File: config.mk
export PLATFORM = sky130hd
export DESIGN_NAME = hazard_ctrl
export DESIGN_NICKNAME = d
export VERILOG_FILES = /design/src/rtl/hazard_pkg.sv /design/src/rtl/fwd_sel.sv /design/src/rtl/hazard_ctrl.sv
export SDC_FILE = /design/constraint.sdc
export NUM_CORES = 1
export LEC_CHECK = 0
export CAP_MARGIN = 0
export CORE_AREA = 3 3 47 91
export CTS_CLUSTER_SIZE = 28
export DETAILED_ROUTE_END_ITERATION = 12
export DIE_AREA = 0 0 50 94
export PLACE_DENSITY_LB_ADDON = 0.1
export SYNTH_ARGS = -nofsm -noshare
export SYNTH_HDL_FRONTEND = slang
export SYNTH_SLANG_ARGS = --single-unit
File: constraint.sdc
create_clock -name clk -period 3.4 [get_ports clk]
set_clock_uncertainty 0.1 [all_clocks]
set_input_delay 0.68 -clock clk [delete_from_list [all_inputs] [get_ports clk]]
set_output_delay 0.68 -clock clk [all_outputs]
set_load 0.01 [all_outputs]
File: src/rtl/hazard_pkg.sv
// rtl/hazard_pkg.sv - shared types and slot match helper for the execute-stage hazard sequencer
package hazard_pkg;

    // Slot rd is stored at this width; narrower register indices are zero-extended into it.
    localparam int HZ_RD_W = 8;

    typedef logic [HZ_RD_W-1:0] hz_rd_t;

    typedef enum logic [1:0] {
        FWD_REG = 2'd0,
        FWD_EX  = 2'd1,
        FWD_MEM = 2'd2
    } fwd_src_t;

    typedef enum logic [1:0] {
        HZ_RUN    = 2'd0,
        HZ_LSTALL = 2'd1,
        HZ_FLUSH  = 2'd2
    } hz_state_t;

    typedef struct packed {
        logic   v;
        hz_rd_t rd;
        logic   we;
        logic   load;
    } slot_t;

    // x0 is hardwired, so a write to it never produces a forwardable value.
    function automatic logic slot_match(input slot_t s, input hz_rd_t rs, input logic used);
        return s.v && s.we && (s.rd != '0) && (s.rd == rs) && used;
    endfunction

endpackage

File: src/rtl/fwd_sel.sv
// rtl/fwd_sel.sv - per-operand forwarding source select, EX result preferred over MEM result
module fwd_sel
    import hazard_pkg::*;
#(
    parameter int REG_W = 5
) (
    input  logic [REG_W-1:0] rs_i,
    input  logic             used_i,
    input  slot_t            ex_slot_i,
    input  slot_t            mem_slot_i,
    output fwd_src_t         src_o
);

    hz_rd_t rs_ext;
    logic   unused_load;

    assign rs_ext      = hz_rd_t'(rs_i);
    assign unused_load = ex_slot_i.load ^ mem_slot_i.load;

    always_comb begin
        src_o = FWD_REG;
        if (slot_match(ex_slot_i, rs_ext, used_i)) begin
            src_o = FWD_EX;
        end else if (slot_match(mem_slot_i, rs_ext, used_i)) begin
            src_o = FWD_MEM;
        end
    end

endmodule

File: src/rtl/hazard_ctrl.sv
// rtl/hazard_ctrl.sv - execute-stage issue/forwarding sequencer with load-use stall and redirect flush
// Optional HAZARD_PERF_EN adds perf_stall_cnt/perf_flush_cnt cycle counters.
module hazard_ctrl
    import hazard_pkg::*;
#(
    parameter int FLUSH_CYCLES = 3,
    parameter int REG_W        = 5
) (
    input  logic             clk,
    input  logic             reset,
    input  logic             dec_valid,
    input  logic [REG_W-1:0] dec_rs1,
    input  logic [REG_W-1:0] dec_rs2,
    input  logic             dec_rs1_used,
    input  logic             dec_rs2_used,
    input  logic [REG_W-1:0] dec_rd,
    input  logic             dec_reg_we,
    input  logic             dec_load,
    input  logic             redirect,
    output logic             issue,
    output logic             stall,
    output logic [1:0]       alu_a_src,
    output logic [1:0]       alu_b_src,
    output logic             flush
`ifdef HAZARD_PERF_EN
    ,
    output logic [31:0]      perf_stall_cnt,
    output logic [31:0]      perf_flush_cnt
`endif
);

    localparam int CNT_W = (FLUSH_CYCLES > 1) ? $clog2(FLUSH_CYCLES) : 1;

    hz_state_t        state_q, state_d;
    logic             issue_q, issue_d;
    fwd_src_t         a_src_q, a_src_d;
    fwd_src_t         b_src_q, b_src_d;
    slot_t            ex_slot_q, ex_slot_d;
    slot_t            mem_slot_q, mem_slot_d;
    logic [CNT_W-1:0] cnt_q, cnt_d;

    fwd_src_t a_fwd, b_fwd;
    slot_t    dec_slot;
    logic     load_use;

    fwd_sel #(.REG_W(REG_W)) u_fwd_a (
        .rs_i       (dec_rs1),
        .used_i     (dec_rs1_used),
        .ex_slot_i  (ex_slot_q),
        .mem_slot_i (mem_slot_q),
        .src_o      (a_fwd)
    );

    fwd_sel #(.REG_W(REG_W)) u_fwd_b (
        .rs_i       (dec_rs2),
        .used_i     (dec_rs2_used),
        .ex_slot_i  (ex_slot_q),
        .mem_slot_i (mem_slot_q),
        .src_o      (b_fwd)
    );

    // A load in EX has no result yet, so an EX match on a load cannot be forwarded.
    assign load_use = (state_q == HZ_RUN) && dec_valid && ex_slot_q.load &&
                      ((a_fwd == FWD_EX) || (b_fwd == FWD_EX));

    always_comb begin
        dec_slot.v    = 1'b1;
        dec_slot.rd   = hz_rd_t'(dec_rd);
        dec_slot.we   = dec_reg_we;
        dec_slot.load = dec_load;
    end

    always_comb begin
        state_d    = state_q;
        issue_d    = 1'b0;
        a_src_d    = FWD_REG;
        b_src_d    = FWD_REG;
        ex_slot_d  = '0;
        mem_slot_d = ex_slot_q;
        cnt_d      = cnt_q;
        stall      = 1'b0;
        flush      = (state_q == HZ_FLUSH);

        if (redirect) begin
            // The branch is older than the wrong-path instruction, so MEM keeps its contents.
            state_d    = HZ_FLUSH;
            cnt_d      = CNT_W'(FLUSH_CYCLES - 1);
            mem_slot_d = mem_slot_q;
        end else begin
            case (state_q)
                HZ_RUN: begin
                    if (load_use) begin
                        stall   = 1'b1;
                        state_d = HZ_LSTALL;
                    end else begin
                        issue_d = dec_valid;
                        if (dec_valid) begin
                            ex_slot_d = dec_slot;
                            a_src_d   = a_fwd;
                            b_src_d   = b_fwd;
                        end
                    end
                end
                HZ_LSTALL: begin
                    issue_d   = 1'b1;
                    ex_slot_d = dec_slot;
                    a_src_d   = a_fwd;
                    b_src_d   = b_fwd;
                    state_d   = HZ_RUN;
                end
                HZ_FLUSH: begin
                    if (cnt_q == '0) begin
                        state_d = HZ_RUN;
                    end else begin
                        cnt_d = cnt_q - CNT_W'(1);
                    end
                end
                default: begin
                    state_d = HZ_RUN;
                end
            endcase
        end
    end

    always_ff @(posedge clk) begin
        if (reset) begin
            state_q    <= HZ_RUN;
            issue_q    <= 1'b0;
            a_src_q    <= FWD_REG;
            b_src_q    <= FWD_REG;
            ex_slot_q  <= '0;
            mem_slot_q <= '0;
            cnt_q      <= '0;
        end else begin
            state_q    <= state_d;
            issue_q    <= issue_d;
            a_src_q    <= a_src_d;
            b_src_q    <= b_src_d;
            ex_slot_q  <= ex_slot_d;
            mem_slot_q <= mem_slot_d;
            cnt_q      <= cnt_d;
        end
    end

    assign issue     = issue_q;
    assign alu_a_src = a_src_q;
    assign alu_b_src = b_src_q;

`ifdef HAZARD_PERF_EN
    logic [31:0] perf_stall_q, perf_flush_q;

    always_ff @(posedge clk) begin
        if (reset) begin
            perf_stall_q <= '0;
            perf_flush_q <= '0;
        end else begin
            if (state_q == HZ_LSTALL) perf_stall_q <= perf_stall_q + 32'd1;
            if (state_q == HZ_FLUSH)  perf_flush_q <= perf_flush_q + 32'd1;
        end
    end

    assign perf_stall_cnt = perf_stall_q;
    assign perf_flush_cnt = perf_flush_q;
`endif

endmodule

# Word level (Yosys, flattened, before mapping)
# Index checks and enable logic that the tools add are counted.
[classes]
n_reduce_logical = 26
mux = 25
addsub = 1
n_eq_ne = 13
bitwise_logic = 1
[ops]
columns = ["cell", "count"]
rows = [
  ["$eq A8 B5 Y1", 4],
  ["$mux W2", 14],
  ["$mux W11", 2],
  ["$pmux W11 S2", 1],
  ["$reduce_bool A8 Y1", 2],
  ["$logic_and A1 B1 Y1", 15],
  ["$pmux W2 S2", 3],
  ["$reduce_and A2 Y1", 4],
  ["$eq A2 B1 Y1 const B", 3],
  ["$logic_not A2 Y1", 2],
  ["$mux W1", 4],
  ["$ne A2 B2 Y1 const B", 2],
  ["$ne A3 B2 Y1 const B", 1],
  ["$ne A3 B3 Y1 const B", 1],
  ["$eq A2 B2 Y1 const B", 1],
  ["$ne A2 B1 Y1 const B", 1],
  ["$pmux W1 S2", 1],
  ["$reduce_bool A2 Y1", 1],
  ["$reduce_or A2 Y1", 1],
  ["$sub A2 B1 Y2 const B", 1],
  ["$logic_or A1 B1 Y1", 1],
  ["$not A1 Y1", 1],
]
[word_totals]
inputBits = 23
output_inout_bits = 7
ff_bits = 30
elab_cells = 80

# Longest topological paths before layout
[depth]
word_depth = 12
ltp_mapped = 6
mapped_depth_nobuf = 5

# Modules after synthesis
# A second synthesis with hierarchy kept.
[hier_totals]
hier_cells = 124
hier_area_um2 = 1256.2
[modules_own_cells]
columns = ["module", "cells_per_inst", "area_per_inst_um2", "seq_area_each_um2", "instances"]
rows = [
  ["hazard_ctrl", 76, 878.3, 480.5, 1],
  ["fwd_sel", 24, 188.9, 0.0, 2],
]

# Worst setup path after synthesis
# OpenSTA, ideal clock, no wires.
[synth_path]
path_type = "input -> output"
startpoint = "input dec_rs2[3]"
endpoint = "output stall"
required_time_ns = 2.620
cell_stages = 6
arrival_ns = 1.744
setup_slack_ns = 0.876
path_buffers = 1
path_cell_list = "xor2_1 nor4_1 nand3_1 a21oi_2 buf_6 and3_1"
[synth_via]
elab_chain_cells = 11
elab_cells_between_ends = 14
classes_between = "eq/ne: 3; mux: 5; reduce/logical: 6"
[synth_rtl]
columns = ["element", "line_no", "rtl"]
rows = [
  ["start: declaration", "hazard_ctrl.sv:13", "input logic [REG_W-1:0] dec_rs2,"],
  ["$eq A8 B5 Y1", "hazard_pkg.sv:30", "return s.v && s.we && (s.rd != '0) && (s.rd == rs) && used;"],
  ["$logic_and A1 B1 Y1 (2 in a row)", "hazard_pkg.sv:30", ""],
  ["$mux W2", "fwd_sel.sv:24", "end else if (slot_match(mem_slot_i, rs_ext, used_i)) begin"],
  ["$mux W2 *", "fwd_sel.sv:22", "if (slot_match(ex_slot_i, rs_ext, used_i)) begin"],
  ["$eq A2 B1 Y1 *", "hazard_ctrl.sv:64", "((a_fwd == FWD_EX) || (b_fwd == FWD_EX));"],
  ["$logic_or A1 B1 Y1 *", "hazard_ctrl.sv:64", ""],
  ["$logic_and A1 B1 Y1 *", "hazard_ctrl.sv:63", "assign load_use = (state_q == HZ_RUN) && dec_valid && ex_slot_q.load &&"],
  ["$mux W1 *", "hazard_ctrl.sv:92", "if (load_use) begin"],
  ["$mux W1 *", "hazard_ctrl.sv:90", "case (state_q)"],
  ["$mux W1 *", "hazard_ctrl.sv:84", "if (redirect) begin"],
  ["end: declaration", "hazard_ctrl.sv:21", "output logic stall,"],
]
# Mark *: on every way between the ends. The rest lies on a longest branch, timed or not.

# Worst setup path in the final report
[layout_path]
startpoint = "input dec_rs1[3]"
endpoint = "output stall"
[layout_via]
elab_chain_cells = 11
elab_cells_between_ends = 14
classes_between = "eq/ne: 3; mux: 5; reduce/logical: 6"
[layout_rtl]
columns = ["element", "line_no", "rtl"]
rows = [
  ["start: declaration", "hazard_ctrl.sv:12", "input logic [REG_W-1:0] dec_rs1,"],
  ["$eq A8 B5 Y1", "hazard_pkg.sv:30", ""],
  ["$logic_and A1 B1 Y1 (2 in a row)", "hazard_pkg.sv:30", ""],
  ["$mux W2", "fwd_sel.sv:24", ""],
  ["$mux W2 *", "fwd_sel.sv:22", ""],
  ["$eq A2 B1 Y1 *", "hazard_ctrl.sv:64", ""],
  ["$logic_or A1 B1 Y1 *", "hazard_ctrl.sv:64", ""],
  ["$logic_and A1 B1 Y1 *", "hazard_ctrl.sv:63", ""],
  ["$mux W1 *", "hazard_ctrl.sv:92", ""],
  ["$mux W1 *", "hazard_ctrl.sv:90", ""],
  ["$mux W1 *", "hazard_ctrl.sv:84", ""],
]
# Marked as above.

==> metrics.cfg <==
[place]
placed_cells = 198
io_buffers = 29
hpwl_mm = 2.18
place_congestion = 0.815

[logic_synthesis]
syn_inst = 114
synth.avg_cell_area_um2 = 9.46
yosys_warnings = 0
synth_cell_types = 31
ys_top_cells_by_area = dfxtp_1 43%, xor2_1 13%, nor2_1 6.6%, mux2i_1 6.5%, xnor2_1 3.2%
seq_area_frac_synth_pct = 42.7
yosys.area.top_type = dfxtp_1
synth_nets = 137
synth_most_common_cell = dfxtp_1
synth_edf_count = 0
synth_async_sr_flop_share_pct = 0
synth_top_area_share_pct = 42.7
syn_area_um2 = 1080
ys.flop_type = dfxtp_1
synth_common_cells = 23 x dfxtp_1, 19 x nor2_1, 16 x xor2_1, 8 x nand2_1, 7 x mux2i_1
synth-seq-cells = 23

[floorplan]
fp.coreArea_um2 = 3680
die_y_um = 94
rows = 31
ios = 30
die_w_um = 50
dieArea_um2 = 4700
start_util_pct = 29.3

[route]
viasPerCell = 4.56
drt_iter0_drc = 18
post_drt_wl_per_cell_um = 13.1
routed_wirelength_mm = 2.64
drc_errors = 0
vias = 922
drtAntennaViolNets = 0
drtPass1Iterations = 4

[global_route]
overflow = 0
track_usage_pct = 12.5
grt_max_degree = 13
antenna_found_initial = 0
first_global_vias = 981
grt_pass1_wl_mm = 4.40

[timing]
holdWs_ns = 0.394
period_share_pct = 93.9
maxSlewViolCount = 0
min_period_ns = 3.19
final-setup-viol-count = 0
slew_headroom_pct = 67.7
rsz0062_at_grt = no
max_freq_mhz = 313
hold_viol_final = 0
tightest_slew_ns = 0.482

[cts]
clkTransAtPathRegs_ns = 0.07
cts.sinks = 23
clkLatencyLatePin_ns = 0.26
tritoncts = done
htree_levels = 1
hold_buffers = 0
cts-root-buf = clkbuf_8
clockBufferDepth = 2
post-cts-setup-buffer-count = 0
cts_buffers = 3

[critical_path]
rr_worst_depth = 6
start_kind = input pin
cp.required_ns = 2.62
r2r_slack_ns = 1.50
slowest_delay_ns = 0.44
crit_arrival_ns = 2.41
crit_fanout = 2
cp_slowest_cell = clkdlybuf4s50_1
cp_cell_sequence = clkdlybuf4s50_1 -> xor2_1 -> nor4_1 -> nand3_1 -> a21oi_2 -> and3_1 -> dlygate4sd2_1
endpoint_kind = output port
critPathKind = input pin to output port

[power_and_ir_drop]
vdd_drop_max_mv = 0.262
powerDensity_nw_per_um2 = 338
power_uw = 514
p_leak_uw = 0.000652

[finish]
num_antenna_cells = 0
final_cells = 202
fillCellCount = 388
syn_to_final_growth_pct = 41.2
drive_gt1_share_pct = 13.7
final_nets = 177

[status]
outcome = completed

[job]
max_cap_violations = 0

[hold_path]
hp-class = register to register
min_path_cells = 2

==> state kept, by name, summed over array words and instances (netlist names) <==
name        flops
cnt_q           2
alu_b_src       2
ex_slot_q       7
alu_a_src       2
state_q         2
issue           1
mem_slot_q      7
==> layout by cell type (no fill, tap or decap), types with 3 or more instances in the layout <==
cell / netlist / routed
xnor2_1: 4 / 4
clkbuf_8: 0 / 3
clkdlybuf4s50_1: 0 / 28
nor4_1: 4 / 4
nor2_1: 19 / 19
a21oi_1: 3 / 3
xor2_1: 16 / 16
mux2i_1: 7 / 7
nand2_1: 8 / 8
dfxtp_1: 23 / 23
buf_4: 0 / 9
==> per-layer routing <==
metal  track usage (%)  up-vias  share of wire (%)
met4              6.24        0                2.3
li1                  -      461                  -
met5                 0        -                  0
met2              24.3       23                 58
met3              2.54        5                3.8
met1              11.5      433                 36
==> layout make-up <==
class                           count  area [µm²]  area share (%)
Tap cell                           49        61.3            4.03
Multi-Input combinational cell     86         592            38.9
Clock buffer                        4        45.0            2.96
Inverter                            2        7.51           0.493
Sequential cell                    23         460            30.2
Timing Repair Buffer               38         357            23.4
==> through the flow <==
step	instance area [µm²]	TNS [ns]	utilization, %	worst slack (ns)
floorplan	1080	0	-	0.876
global placement	1480	-0.0274	40.1	-0.0274
detailed placement	1480	-0.0231	40.1	-0.0231
CTS	1520	0	41.3	0.207
global route	1520	0	41.3	0.124
finish	1520	0	41.3	0.206
==> path summary, 6_finish.rpt <==
| kind | startpoint | end |
|---|---|---|
| max reg2reg | ex_slot_q[5]$_SDFF_PP0_ | issue$_SDFF_PP0_ |
| max | dec_rs1[3] | stall |
| min reg2reg | cnt_q[1]$_SDFFE_PP0P_ | cnt_q[1]$_SDFFE_PP0P_ |
| min | cnt_q[1]$_SDFFE_PP0P_ | cnt_q[1]$_SDFFE_PP0P_ |
==> worst max-delay path: cells and delay by family <==
kind	cells	cell delay [ns]
simple gates	3	0.68
compound gates	1	0.20
xor+xnor	1	0.15
buf+inv	2	0.70
==> kinds of logic (layout without fill, tap and decap cells) <==
family / Yosys count / in the layout / share of synthesized area, %
muxes: 7 / 7 / 6.50
xor gates and xnor gates: 20 / 20 / 16.2
and+or+nand+nor: 52 / 52 / 27.0
AOI/OAI and AO/OA: 7 / 7 / 5.10
DFF: 23 / 23 / 42.7
buffers and inverters: 5 / 44 / 2.44
==> repair_timing <==
action | CTS | global route
gates resized for setup | 1 | 0
endpoints found under the setup margin | 1 | 0
endpoints found under the hold margin | 0 | 0
==> power breakdown <==
part	switching, µW	leakage [µW]	internal (µW)	total [µW]
clock	79.5	0.0000228	83.5	163
sequential	5.98	0.000187	275	281
combinational	27.4	0.000443	43.2	70.6
Power figures use the tool's default switching activity.
